**config.mk**
```make
export PLATFORM = sky130hd
export DESIGN_NAME = uart_tx_fifo_flat
export DESIGN_NICKNAME = d
export VERILOG_FILES = /design/src/rtl/uart_tx_fifo_pkg.sv /design/src/rtl/uart_tx_fifo_if.sv /design/src/rtl/uart_byte_fifo.sv /design/src/rtl/uart_tx_fifo.sv /design/src/flat_wrapper.sv
export SDC_FILE = /design/constraint.sdc
export NUM_CORES = 1
export LEC_CHECK = 0
export ABC_CLOCK_PERIOD_IN_PS = 6900
export CORE_ASPECT_RATIO = 0.7
export CORE_MARGIN = 2
export CORE_UTILIZATION = 56
export CTS_BUF_LIST = sky130_fd_sc_hd__clkbuf_4 sky130_fd_sc_hd__clkbuf_8 sky130_fd_sc_hd__clkbuf_16
export DETAILED_ROUTE_END_ITERATION = 10
export PLACE_DENSITY = 0.74
export SYNTH_ARGS = -nofsm -noshare
export SYNTH_HDL_FRONTEND = slang
export SYNTH_SLANG_ARGS = --single-unit
```
**constraint.sdc**
```tcl
create_clock -name clk -period 6.9 [get_ports clk]
set_clock_uncertainty 0.15 [all_clocks]
set_input_delay 1.035 -clock clk [delete_from_list [all_inputs] [get_ports clk]]
set_output_delay 1.035 -clock clk [all_outputs]
set_load 0.02 [all_outputs]
```
**src/rtl/uart_tx_fifo_pkg.sv**
```systemverilog
// Shared definitions for the UART transmit byte buffer.
//   UART_DATA_W : width of one UART character
//   tx_state_e  : launch sequencer states
package uart_pkg;

  localparam int unsigned UART_DATA_W = 8;

  typedef enum logic [1:0] {
    IDLE      = 2'd0,
    LAUNCH    = 2'd1,
    WAIT_DONE = 2'd2,
    COOLDOWN  = 2'd3
  } tx_state_e;

endpackage

```
**src/rtl/uart_tx_fifo_if.sv**
```systemverilog
// Bus bundle between the CPU/transmitter side and uart_tx_fifo.
//   slave  : the buffer (consumes in_*, drives out_*)
//   master : the environment (drives in_*, observes out_*)
interface uart_tx_fifo_if #(
  parameter int unsigned DEPTH = 16
);
  import uart_pkg::*;

  localparam int unsigned CNT_W = $clog2(DEPTH) + 1;

  logic                   in_wr_en;
  logic [UART_DATA_W-1:0] in_wr_data;
  logic                   out_full;
  logic                   out_empty;
  logic [CNT_W-1:0]       out_count;
  logic                   out_send_data_en;
  logic [UART_DATA_W-1:0] out_data;
  logic                   in_tx_active;
  logic                   in_tx_done;
  logic                   in_clr_overflow;
  logic                   out_overflow;

  modport slave (
    input  in_wr_en, in_wr_data, in_tx_active, in_tx_done, in_clr_overflow,
    output out_full, out_empty, out_count, out_send_data_en, out_data, out_overflow
  );

  modport master (
    output in_wr_en, in_wr_data, in_tx_active, in_tx_done, in_clr_overflow,
    input  out_full, out_empty, out_count, out_send_data_en, out_data, out_overflow
  );

endinterface

```
**src/rtl/uart_byte_fifo.sv**
```systemverilog
// Byte FIFO storage: array, read/write pointers, occupancy count, full/empty.
//   clk, rst  : clock, async active-high reset
//   wr_en     : push request; accepted when not full or when popping this cycle
//   wr_data   : byte to push
//   pop       : remove head (caller guarantees not empty)
//   rd_data   : current head byte (combinational view of storage)
//   count     : entries held (registered)
//   full      : count == DEPTH (registered)
//   empty     : count == 0 (registered)
module uart_byte_fifo
  import uart_pkg::*;
#(
  parameter  int unsigned DEPTH = 16,
  localparam int unsigned PTR_W = $clog2(DEPTH),
  localparam int unsigned CNT_W = PTR_W + 1
) (
  input  logic                   clk,
  input  logic                   rst,
  input  logic                   wr_en,
  input  logic [UART_DATA_W-1:0] wr_data,
  input  logic                   pop,
  output logic [UART_DATA_W-1:0] rd_data,
  output logic [CNT_W-1:0]       count,
  output logic                   full,
  output logic                   empty
);

  logic [UART_DATA_W-1:0] mem_q [DEPTH];
  logic [UART_DATA_W-1:0] mem_d [DEPTH];
  logic [PTR_W-1:0]       wr_ptr_q, wr_ptr_d;
  logic [PTR_W-1:0]       rd_ptr_q, rd_ptr_d;
  logic [CNT_W-1:0]       count_q, count_d;
  logic                   full_q, full_d;
  logic                   empty_q, empty_d;
  logic                   push_c;

  // A pop on the same edge frees the slot, so a full FIFO still accepts.
  assign push_c  = wr_en && (!full_q || pop);
  assign rd_data = mem_q[rd_ptr_q];

  // Next-state: pointers wrap naturally because DEPTH is a power of two.
  always_comb begin
    mem_d    = mem_q;
    wr_ptr_d = wr_ptr_q;
    rd_ptr_d = rd_ptr_q;
    count_d  = count_q;
    if (push_c) begin
      mem_d[wr_ptr_q] = wr_data;
      wr_ptr_d        = wr_ptr_q + PTR_W'(1);
    end
    if (pop) begin
      rd_ptr_d = rd_ptr_q + PTR_W'(1);
    end
    if (push_c && !pop) begin
      count_d = count_q + CNT_W'(1);
    end else if (pop && !push_c) begin
      count_d = count_q - CNT_W'(1);
    end
    full_d  = (count_d == CNT_W'(DEPTH));
    empty_d = (count_d == CNT_W'(0));
  end

  always_ff @(posedge clk or posedge rst) begin
    if (rst) begin
      for (int i = 0; i < int'(DEPTH); i++) begin
        mem_q[i] <= '0;
      end
      wr_ptr_q <= '0;
      rd_ptr_q <= '0;
      count_q  <= '0;
      full_q   <= 1'b0;
      empty_q  <= 1'b1;
    end else begin
      mem_q    <= mem_d;
      wr_ptr_q <= wr_ptr_d;
      rd_ptr_q <= rd_ptr_d;
      count_q  <= count_d;
      full_q   <= full_d;
      empty_q  <= empty_d;
    end
  end

  assign count = count_q;
  assign full  = full_q;
  assign empty = empty_q;

endmodule

```
**src/rtl/uart_tx_fifo.sv**
```systemverilog
// UART transmit buffer: queues CPU bytes and launches them one at a time
// into the transmitter over its send-enable / active / done handshake.
//   clk, rst : clock, async active-high reset
//   bus      : uart_tx_fifo_if.slave (write port, status, launch port,
//              transmitter status, overflow flag and clear)
// Optional feature macro UART_TX_FIFO_OVERFLOW_FLAG_EN: when defined,
// out_overflow is a sticky dropped-write flag cleared by in_clr_overflow;
// otherwise out_overflow is 0 and in_clr_overflow is ignored.
module uart_tx_fifo
  import uart_pkg::*;
#(
  parameter int unsigned DEPTH = 16
) (
  input  logic           clk,
  input  logic           rst,
  uart_tx_fifo_if.slave  bus
);

  tx_state_e              state_q, state_d;
  logic [UART_DATA_W-1:0] data_q, data_d;
  logic                   send_q, send_d;
  logic                   pop_c;
  logic [UART_DATA_W-1:0] head_c;

  uart_byte_fifo #(.DEPTH(DEPTH)) u_fifo (
    .clk     (clk),
    .rst     (rst),
    .wr_en   (bus.in_wr_en),
    .wr_data (bus.in_wr_data),
    .pop     (pop_c),
    .rd_data (head_c),
    .count   (bus.out_count),
    .full    (bus.out_full),
    .empty   (bus.out_empty)
  );

  // Launch sequencer: a new byte goes out only once the transmitter has
  // shown active, then done, then dropped both, so its tail can't re-trigger.
  always_comb begin
    state_d = state_q;
    data_d  = data_q;
    send_d  = 1'b0;
    pop_c   = 1'b0;
    case (state_q)
      IDLE: begin
        if (!bus.out_empty && !bus.in_tx_active && !bus.in_tx_done) begin
          pop_c   = 1'b1;
          data_d  = head_c;
          send_d  = 1'b1;
          state_d = LAUNCH;
        end
      end
      LAUNCH: begin
        if (bus.in_tx_active) state_d = WAIT_DONE;
      end
      WAIT_DONE: begin
        if (bus.in_tx_done) state_d = COOLDOWN;
      end
      COOLDOWN: begin
        if (!bus.in_tx_active && !bus.in_tx_done) state_d = IDLE;
      end
      default: state_d = IDLE;
    endcase
  end

  always_ff @(posedge clk or posedge rst) begin
    if (rst) begin
      state_q <= IDLE;
      data_q  <= '0;
      send_q  <= 1'b0;
    end else begin
      state_q <= state_d;
      data_q  <= data_d;
      send_q  <= send_d;
    end
  end

  assign bus.out_send_data_en = send_q;
  assign bus.out_data         = data_q;

`ifdef UART_TX_FIFO_OVERFLOW_FLAG_EN
  logic overflow_q, overflow_d;
  logic drop_c;

  // Dropped write: full and nothing leaves this edge. Set beats clear.
  assign drop_c = bus.in_wr_en && bus.out_full && !pop_c;

  always_comb begin
    overflow_d = overflow_q;
    if (bus.in_clr_overflow) overflow_d = 1'b0;
    if (drop_c)              overflow_d = 1'b1;
  end

  always_ff @(posedge clk or posedge rst) begin
    if (rst) overflow_q <= 1'b0;
    else     overflow_q <= overflow_d;
  end

  assign bus.out_overflow = overflow_q;
`else
  logic unused_clr_c;
  assign unused_clr_c     = bus.in_clr_overflow;
  assign bus.out_overflow = 1'b0;
`endif

endmodule
```
**src/flat_wrapper.sv**
```systemverilog
// flat-port wrapper written by rule: the top's interface ports become plain ports
module uart_tx_fifo_flat import uart_pkg::*;
#(
  parameter int unsigned DEPTH = 16
)
  (clk, rst, bus_in_wr_en, bus_in_wr_data, bus_in_tx_active, bus_in_tx_done, bus_in_clr_overflow, bus_out_full, bus_out_empty, bus_out_count, bus_out_send_data_en, bus_out_data, bus_out_overflow);
  uart_tx_fifo_if #(.DEPTH(DEPTH)) bus_i ();
  input  logic clk;
  input  logic rst;
  input wire logic [$bits(bus_i.in_wr_en)-1:0] bus_in_wr_en;
  input wire logic [$bits(bus_i.in_wr_data)-1:0] bus_in_wr_data;
  input wire logic [$bits(bus_i.in_tx_active)-1:0] bus_in_tx_active;
  input wire logic [$bits(bus_i.in_tx_done)-1:0] bus_in_tx_done;
  input wire logic [$bits(bus_i.in_clr_overflow)-1:0] bus_in_clr_overflow;
  output wire logic [$bits(bus_i.out_full)-1:0] bus_out_full;
  output wire logic [$bits(bus_i.out_empty)-1:0] bus_out_empty;
  output wire logic [$bits(bus_i.out_count)-1:0] bus_out_count;
  output wire logic [$bits(bus_i.out_send_data_en)-1:0] bus_out_send_data_en;
  output wire logic [$bits(bus_i.out_data)-1:0] bus_out_data;
  output wire logic [$bits(bus_i.out_overflow)-1:0] bus_out_overflow;
  assign bus_i.in_wr_en = bus_in_wr_en;
  assign bus_i.in_wr_data = bus_in_wr_data;
  assign bus_i.in_tx_active = bus_in_tx_active;
  assign bus_i.in_tx_done = bus_in_tx_done;
  assign bus_i.in_clr_overflow = bus_in_clr_overflow;
  assign bus_out_full = bus_i.out_full;
  assign bus_out_empty = bus_i.out_empty;
  assign bus_out_count = bus_i.out_count;
  assign bus_out_send_data_en = bus_i.out_send_data_en;
  assign bus_out_data = bus_i.out_data;
  assign bus_out_overflow = bus_i.out_overflow;
  uart_tx_fifo #(.DEPTH(DEPTH)) u_core (.clk(clk), .rst(rst), .bus(bus_i));
endmodule
```
=== Yosys cells after proc, flatten, opt, wreduce, memory -nomap -nowiden ===
Index checks and enable logic that the tools add are counted.

* Bitwise gates (word level): 2
* Equal/unequal tests: 8
* $add $sub $neg: 4
* $lt $le $gt $ge: 3
* Reduce and logical (&&, ||, !) cells: 18
* Muxes and demuxes: 15

{| class="wikitable"
|+ Operator list
! cell !! count
|-
| bitwise mux 128 bit || 1
|-
| binary-select mux 8 bit (select 4 bit) || 1
|-
| demux 8 bit (select 4 bit) || 1
|-
| two-way mux 8 bit || 3
|-
| greater-or-equal comparator 5 bit, second input constant || 2
|-
| two-way mux 5 bit || 2
|-
| NOT 4 -> 5 bit || 2
|-
| adder 4 x 1 -> 4 bit, second input constant || 2
|-
| two-way mux 2 bit || 4
|-
| one-hot mux 2 bit (4 select lines) || 1
|-
| logical AND 1 bit || 7
|-
| logical NOT 1 bit || 6
|-
| adder 5 x 1 -> 5 bit, second input constant || 1
|-
| == test 5 bit, second input constant || 1
|-
| logical NOT 5 bit || 1
|-
| less-than comparator 5 x 1 -> 1 bit, second input constant || 1
|-
| subtractor 5 x 1 -> 5 bit, second input constant || 1
|-
| == test 2 bit, second input constant || 2
|-
| inequality test 2 x 1 -> 1 bit, second input constant || 2
|-
| inequality test 2 bit, second input constant || 2
|-
| AND reduction 4 bit || 1
|-
| == test 2 x 1 -> 1 bit, second input constant || 1
|-
| logical NOT 2 bit || 1
|-
| two-way mux 1 bit || 2
|-
| other kinds (2) || 2
|}

* Register bits after elaboration: 154

=== Depth between registers and ports, before layout ===
Gate-level depths: netlist (run 1).

* Depth after elaboration: 12
* Depth in mapped cells: 9
* Mapped depth without buffers: 7

=== Hierarchy ===
From an unflattened synthesis (run 1), not the netlist that was laid out.

* Cells, all modules: 470
* Area, all modules: 7277.0 um^2

{| class="wikitable"
|+ Modules (own cells, without submodules)
! module !! instances !! cells each !! sequential area each (um^2) !! area each (um^2)
|-
| uart_byte_fifo || 1 || 433 || 3579.7 || 6756.5
|-
| uart_tx_fifo || 1 || 37 || 275.3 || 520.5
|}

=== Least setup slack after synthesis (run 1) ===
OpenSTA, ideal clock, no wires.

* Kind: input port to flip-flop
* Start: input bus_in_tx_active
* End: register u_core.u_fifo.mem_q[100] (netlist bit)
* Cell stages on the path: 5
* Slack: 4.196 ns
* Data required time: 6.625 ns
* Arrival time: 2.429 ns
* Cell sequence: or4b_4 > a21oi_4 > buf_8 > nand3_2 > mux2_2

* Word-level cells in the longest chain between the ends: 7

{| class="wikitable"
|+ RTL lines
! what !! RTL line !! source
|-
| from (decl) || flat_wrapper.sv:12 || <nowiki>input wire logic [$bits(bus_i.in_tx_active)-1:0] bus_in_tx_active;</nowiki>
|-
| logical NOT 1 bit || uart_tx_fifo.sv:46 || <nowiki>if (!bus.out_empty && !bus.in_tx_active && !bus.in_tx_done) begin</nowiki>
|-
| logical AND 1 bit (2 in a row) || uart_tx_fifo.sv:46 ||
|-
| two-way mux 1 bit || uart_tx_fifo.sv:46 ||
|-
| two-way mux 1 bit || uart_tx_fifo.sv:44 || <nowiki>case (state_q)</nowiki>
|-
| logical OR 1 bit || uart_byte_fifo.sv:38 || <nowiki>assign push_c = wr_en && (!full_q || pop);</nowiki>
|-
| logical AND 1 bit || uart_byte_fifo.sv:38 ||
|-
| to (signal assigned) || uart_byte_fifo.sv:74 || <nowiki>mem_q <= mem_d;</nowiki>
|-
| to (decl) || uart_byte_fifo.sv:28 || <nowiki>logic [UART_DATA_W-1:0] mem_q [DEPTH];</nowiki>
|}

No other way between the ends.
A chain may end at the register's enable or synchronous reset.

=== Worst setup path in the final report (run 1) ===
* Start: input bus_in_tx_active
* End: register u_core.u_fifo.mem_q[30] (netlist bit)

Same word-level chain as after synthesis.

==> flow_summary.yaml, run 1 <==
grt:
  grt_max_degree: 96
  grt_overflow: 0
  grt_pass1_wl_mm: 25.2
  first_global_vias: 4605
  track_usage_pct: 23.9
  antenna_found_initial: 0
floorplan:
  die_w_um: 141
  io_pins: 31
  coreArea_mm2: 0.0126
  dieArea_mm2: 0.0140
  die-height_um: 99.7
  row_count: 34
  start_util_pct: 58.2
timing:
  report.final.slew_viol_count: 0
  period_needed_ns: 3.74
  timing.slew.headroom_pct: 43.8
  final_hold_viol_count: 0
  rsz0062_at_grt: "no"
  setup_viol: 0
  fin_tns_setup_ns: 0
  worstMarginPinSlew_ns: 0.844
  fin_crit_sh_pct: 54.2
  clock.fmax_ghz: 0.267
route:
  first_pass_iters: 4
  wirelength_mm: 15.3
  via_per_inst: 6.24
  ant_nets: 0
  route.detailed.drc: 0
  vias: 4315
  drt_iter0_drc: 275
  wl_per_cell_um: 22.1
flow_run:
  max_cap_viol_count: 0
worst_setup_path:
  reg2reg_from: "u_core.state_q[0]$_DFFE_PP0P_"
  rr_endpoint: "u_core.u_fifo.mem_q[30]$_DFFE_PP0P_"
  cp_max_fo: 21
  end_kind: "register"
  startpoint: "bus_in_tx_active"
  crit_end: "u_core.u_fifo.mem_q[30]$_DFFE_PP0P_"
  required_ns: 7.04
  reg2reg_slack_ns: 3.58
  critPathLaunchType: "input port"
  critPathKind: "input port to register"
  critPathArrivalTime_ns: 3.88
  ff2ff_path_depth: 6
clock_network:
  holdBufCountCts: 0
  clockBufferDepth: 2
  clock_latency_ns: 0.41
  cts_resized: 0
  cts_buffers: 17
  cts_setup_buffers: 0
  h-tree-depth: 4
  clk_pin_slew_ns: 0.06
  cts_tree: "done"
  cts.sinks: 154
  cts-root-buf: "clkbuf_16"
synth:
  yosys_warnings: 0
  synthArstFlopShare_pct: 100
  avgSynthCellArea_um2: 14.7
  synth.distinct_cells: 47
  synth_edf_count: 0
  ys_ff_latch: 154
  ys.flop_type: "dfrtp_1"
  ys_seq_area_share_pct: 52.6
  syn_area_mm2: 0.00733
  synth_cells: 499
  synth_nets: 525
run_status:
  status: "completed"
placed_design:
  portBuffers: 28
  place_area_mm2: 0.00768
  dp_hpwl_mm: 9.60
  routabilityCongestion: 0.802
layout:
  stdcell_area_mm2: 0.00833
  synthToLayoutAreaGrowth_pct: 13.7
  final_layout_size_suffix_gt1_share_pct: 42.5
  nFillCells: 897
  layout_common_cells: "152 x dfrtp_1, 136 x mux2_2, 30 x mux4_2"
  multi_input_area_mm2: 0.00327
  fin_nets: 543
  layout_commonest_cell: "dfrtp_1"
  diodes: 0
  seqCellArea_mm2: 0.00386
power:
  p_total_mw: 4.00
  power_density_mw_per_mm2: 480
  peakVddDrop_mv: 0.230
  p_leak_nw: 3.64
min_path:
  min_path_type: "register to register"
-- critical path: stages --
cell and delay (ns):
clkdlybuf4s50_1 0.46, or4b_4 0.72, a21oi_4 0.74, nand4_2 0.49
mux2_2 0.42
-- metrics by stage --
| stage | util (%) | hold slack (ns) | setup slack, ns | cells |
|---|---|---|---|---|
| 2_1_floorplan | - | 0.324 | 1.57 | 499 |
| 3_3_place_gp | 61.0 | 0.307 | 2.81 | 660 |
| 3_5_place_dp | 61.0 | 0.309 | 2.75 | 660 |
| 4_1_cts | 66.2 | 0.331 | 3.18 | 691 |
| 5_1_grt | 66.2 | 0.346 | 3.00 | 691 |
| 6_report | 66.2 | 0.328 | 3.16 | 691 |
-- registers in the layout, summed over array words and instances (netlist names) --
name / count
u_core.u_fifo.mem_q: 128
u_core.bus.out_data: 8
u_core.u_fifo.count: 5
u_core.u_fifo.rd_ptr_q: 4
u_core.u_fifo.wr_ptr_q: 4
u_core.state_q: 2
u_core.bus.out_send_data_en: 1
u_core.u_fifo.empty: 1
u_core.u_fifo.full: 1
-- how the worst min path moves through the flow --
stage,startpoint,end,slack [ns],cells after the start
2_1_floorplan,u_core.u_fifo.mem_q[10]$_DFFE_PP0P_,u_core.u_fifo.mem_q[10]$_DFFE_PP0P_,0.32,1
3_3_place_gp,u_core.bus.out_data[2]$_DFFE_PP0P_,u_core.bus.out_data[2]$_DFFE_PP0P_,0.31,2
3_5_place_dp,u_core.bus.out_data[5]$_DFFE_PP0P_,u_core.bus.out_data[5]$_DFFE_PP0P_,0.31,2
4_1_cts,u_core.bus.out_data[3]$_DFFE_PP0P_,u_core.bus.out_data[3]$_DFFE_PP0P_,0.33,2
5_1_grt,u_core.bus.out_data[3]$_DFFE_PP0P_,u_core.bus.out_data[3]$_DFFE_PP0P_,0.35,2
6_report,u_core.bus.out_data[3]$_DFFE_PP0P_,u_core.bus.out_data[3]$_DFFE_PP0P_,0.33,2
-- layer usage --
layer	vias to the layer above	track usage, %	share of wire, %
li1	1890	-	-
met1	2325	33.2	47
met2	76	39.2	48
met3	24	3.51	2.9
met4	0	8.15	1.8
met5	-	0	0
-- synthesized netlist by cell type (2+ instances only) --
library cell | instances | area [µm²]
a211oi_2 | 2 | 25.0
a21o_1 | 2 | 15.0
a21oi_1 | 3 | 15.0
a221o_1 | 2 | 20.0
a221oi_1 | 4 | 35.0
and3_1 | 8 | 50.1
buf_1 | 5 | 18.8
buf_2 | 9 | 45.0
buf_4 | 4 | 30.0
clkbuf_1 | 12 | 45.0
dfrtp_1 | 153 | 3830
ha_1 | 12 | 150
inv_1 | 11 | 41.3
mux2_2 | 136 | 1530
mux2i_1 | 6 | 60.1
mux4_2 | 30 | 676
nand2_1 | 19 | 71.3
nand2b_1 | 2 | 12.5
nand3_1 | 7 | 35.0
nand3_2 | 12 | 120
nand3b_1 | 3 | 22.5
nand4_1 | 5 | 31.3
nand4_4 | 3 | 63.8
nor2_1 | 4 | 15.0
nor2b_1 | 5 | 31.3
nor3_1 | 4 | 20.0
nor4_1 | 2 | 12.5
nor4b_1 | 2 | 17.5
o21ai_0 | 7 | 35.0
xnor2_1 | 8 | 70.1
-- final cells by class --
cell class | count | share of cell area (%)
flip-flops and latches | 154 | 46.3
multi-input cells | 302 | 39.2
clock buffers | 18 | 5.27
repair buffers | 31 | 3.63
clock inverters | 13 | 2.61
well taps | 162 | 2.43
inverters | 11 | 0.556
-- logic make-up (layout without fill, tap and decap cells) --
logic type | count (synthesis) | after routing | synth area share, %
AO/OA/AOI/OAI | 26 | 26 | 2.75
XOR/XNOR | 8 | 8 | 0.956
adder cells (fa/ha/maj) | 12 | 12 | 2.05
buffers and inverters | 43 | 73 | 2.82
flip-flops | 154 | 154 | 52.6
multiplexers | 172 | 172 | 30.9
other | 1 | 1 | 0.0512
AND/OR/NAND/NOR | 83 | 83 | 7.85
-- where the power goes --
group | leakage (nW) | total (mW) | switching, mW | internal [mW]
Combinational | 1.42 | 1.39 | 0.596 | 0.790
Clock | 0.313 | 1.03 | 0.375 | 0.654
Sequential | 1.91 | 1.59 | 0.265 | 1.32
Total | 3.64 | 4.00 | 1.24 | 2.77
No activity file was read; power rests on OpenSTA's default activity.
==> run 2: changes to the inputs <==
--- a/config.mk
+++ b/config.mk
@@ -5,13 +5,13 @@
 export SDC_FILE = /design/constraint.sdc
 export NUM_CORES = 1
 export LEC_CHECK = 0
-export ABC_CLOCK_PERIOD_IN_PS = 6900
+export ABC_CLOCK_PERIOD_IN_PS = 3050
 export CORE_ASPECT_RATIO = 0.7
 export CORE_MARGIN = 2
-export CORE_UTILIZATION = 56
+export CORE_UTILIZATION = 55
 export CTS_BUF_LIST = sky130_fd_sc_hd__clkbuf_4 sky130_fd_sc_hd__clkbuf_8 sky130_fd_sc_hd__clkbuf_16
 export DETAILED_ROUTE_END_ITERATION = 10
-export PLACE_DENSITY = 0.74
+export PLACE_DENSITY = 0.76
 export SYNTH_ARGS = -nofsm -noshare
 export SYNTH_HDL_FRONTEND = slang
 export SYNTH_SLANG_ARGS = --single-unit
==> constraint.sdc (replaced) <==
create_clock -name clk -period 3.05 [get_ports clk]
set_clock_uncertainty 0.15 [all_clocks]
set_input_delay 0.4575 -clock clk [delete_from_list [all_inputs] [get_ports clk]]
set_output_delay 0.4575 -clock clk [all_outputs]
set_load 0.02 [all_outputs]
==> run 2 against run 1 <==
Hold slack better by 0.017 ns. Sequential power is 130% higher. Combinational power is 130% higher. Die area is 1.8% higher. Total power is 130% higher. Register-to-register slack worse by 3.3 ns. Clock power is 110% higher. Worst setup slack worse by 2.8 ns. Via count is 0.19% higher. First-iteration DRC count is 8.4% lower. Critical path type is now register to register. Critical endpoint is now u_core.u_fifo.mem_q[41]$_DFFE_PP0P_.
==> flow_summary.yaml, run 2 (same netlist as run 1, synthesis figures left out) <==
floorplan:
  dieArea_mm2: 0.0143
  io_pins: 31
  die_w_um: 142
  start_util_pct: 56.0
  die-height_um: 101
  coreArea_mm2: 0.0131
  row_count: 35
clock_network:
  cts_tree: "done"
  cts-root-buf: "clkbuf_16"
  cts_resized: 0
  clockBufferDepth: 2
  clk_pin_slew_ns: 0.06
  holdBufCountCts: 0
  cts_setup_buffers: 0
  cts.sinks: 154
  h-tree-depth: 4
  cts_buffers: 17
  clock_latency_ns: 0.42
route:
  wl_per_cell_um: 21.7
  drt_iter0_drc: 252
  wirelength_mm: 15.3
  via_per_inst: 6.14
  route.detailed.drc: 0
  first_pass_iters: 4
  ant_nets: 0
  vias: 4323
timing:
  fin_crit_sh_pct: 89.2
  setup_viol: 0
  worstMarginPinSlew_ns: 0.796
  fin_tns_setup_ns: 0
  period_needed_ns: 2.72
  report.final.slew_viol_count: 0
  final_hold_viol_count: 0
  clock.fmax_ghz: 0.368
  rsz0062_at_grt: "no"
  timing.slew.headroom_pct: 46.9
placed_design:
  dp_cells: 672
  routabilityCongestion: 0.816
  portBuffers: 28
  dp_hpwl_mm: 9.85
min_path:
  worstHoldStart: "u_core.bus.out_data[1]$_DFFE_PP0P_"
  min_path_type: "register to register"
  hold-path-endpoint: "u_core.bus.out_data[1]$_DFFE_PP0P_"
  holdPathStages: 2
worst_setup_path:
  slowest_delay_ns: 0.59
  critPathArrivalTime_ns: 2.87
  ff2ff_path_depth: 7
  path_cells: "inv_1, ha_1, or4b_4, a21oi_4, buf_12, nand3_2, mux2_2"
  cp_max_fo: 21
  required_ns: 3.20
  critPathKind: "register to register"
  critPathLaunchType: "register"
  reg2reg_from: "u_core.state_q[0]$_DFFE_PP0P_"
  rr_endpoint: "u_core.u_fifo.mem_q[41]$_DFFE_PP0P_"
  reg2reg_slack_ns: 0.33
  end_kind: "register"
  critPathSlowestCell: "or4b_4"
grt:
  grt_max_degree: 155
  grt_overflow: 0
  antenna_found_initial: 0
  first_global_vias: 4335
  grt_pass1_wl_mm: 24.3
  track_usage_pct: 23.0
layout:
  nFillCells: 906
  largest_reg_flops: 128
  top_register: "u_core.u_fifo.mem_q"
  layout_commonest_cell: "dfrtp_1"
  final_layout_size_suffix_gt1_share_pct: 43.5
  final_cells: 704
  fin_nets: 551
  diodes: 0
  synthToLayoutAreaGrowth_pct: 14.8
  layout_common_cells: "152 x dfrtp_1, 136 x mux2_2, 30 x mux4_2"
power:
  p_total_mw: 9.02
  p_leak_nw: 3.67
  power_density_mw_per_mm2: 1070
  peakVddDrop_mv: 0.508
flow_run:
  max_cap_viol_count: 0
run_status:
  status: "completed"
==> run 2: critical path, delay by kind of cell (launching register included) <==
kind            cells  cell delay (ns)
flops               1             0.39
simple gates        2             0.90
buf+inv             2             0.34
mux                 1             0.38
compound gates      1             0.23
fa+ha+maj           1             0.19
==> run 2: how the worst max path moves through the flow <==
stage | slack [ns] | endpoint | cells after the start | startpoint
5_1_grt | 0.22 | u_core.u_fifo.mem_q[47]$_DFFE_PP0P_ | 7 | u_core.state_q[0]$_DFFE_PP0P_
2_1_floorplan | 0.50 | u_core.bus.out_data[0]$_DFFE_PP0P_ | 1 | rst
4_1_cts | 0.31 | u_core.u_fifo.mem_q[64]$_DFFE_PP0P_ | 7 | u_core.state_q[0]$_DFFE_PP0P_
3_5_place_dp | 0.06 | u_core.u_fifo.mem_q[70]$_DFFE_PP0P_ | 6 | bus_in_tx_active
6_report | 0.33 | u_core.u_fifo.mem_q[41]$_DFFE_PP0P_ | 7 | u_core.state_q[0]$_DFFE_PP0P_
3_3_place_gp | 0.1 | u_core.u_fifo.mem_q[47]$_DFFE_PP0P_ | 6 | bus_in_tx_active
==> run 2: routing by layer <==
layer / vias to the layer above / track usage (%) / wire, µm
met5: - / 0 / 0
met4: 0 / 7.77 / 232
met3: 21 / 4.94 / 599
met2: 90 / 34.4 / 7200
met1: 2301 / 34.0 / 7220
li1: 1911 / - / -
==> run 2: through the flow <==
step                      area (µm²)  utilization [%]  worst slack, ns  hold WS [ns]
final                           8410             64.3            0.330         0.345
after global routing            8410             64.3            0.217         0.362
after CTS                       8410             64.3            0.311         0.353
after detailed placement        7790             59.5           0.0602         0.334
after global placement          7790             59.5           0.0994         0.319
after floorplan                 7330                -            0.498         0.324
==> run 2: power breakdown <==
part           leakage, nW  internal (mW)  total (mW)  switching [mW]
Clock                0.295           1.35        2.20           0.846
Combinational         1.47           1.85        3.21            1.35
Sequential            1.91           2.99        3.62           0.628
Total                 3.67           6.19        9.02            2.83
==> run 2: final cells by class <==
class                      instances  area (µm²)  share of cell area (%)
inverter                          11        45.0                   0.535
clock buffer                      20         460                    5.47
tap                              166         208                    2.47
timing repair buffer              39         413                    4.91
multi-input combinational        302        3270                    38.8
clock inverter                    12         163                    1.93
sequential                       154        3860                    45.8
==> run 3: changes to the inputs <==
--- a/config.mk
+++ b/config.mk
@@ -6,10 +6,12 @@
 export NUM_CORES = 1
 export LEC_CHECK = 0
 export ABC_CLOCK_PERIOD_IN_PS = 3050
+export CAP_MARGIN = 25
 export CORE_ASPECT_RATIO = 0.7
 export CORE_MARGIN = 2
 export CORE_UTILIZATION = 55
 export CTS_BUF_LIST = sky130_fd_sc_hd__clkbuf_4 sky130_fd_sc_hd__clkbuf_8 sky130_fd_sc_hd__clkbuf_16
+export CTS_CLUSTER_SIZE = 10
 export DETAILED_ROUTE_END_ITERATION = 10
 export PLACE_DENSITY = 0.76
 export SYNTH_ARGS = -nofsm -noshare
==> results of run 3 <==
The final DEF is identical to that of run 2; final timing and power are the same.
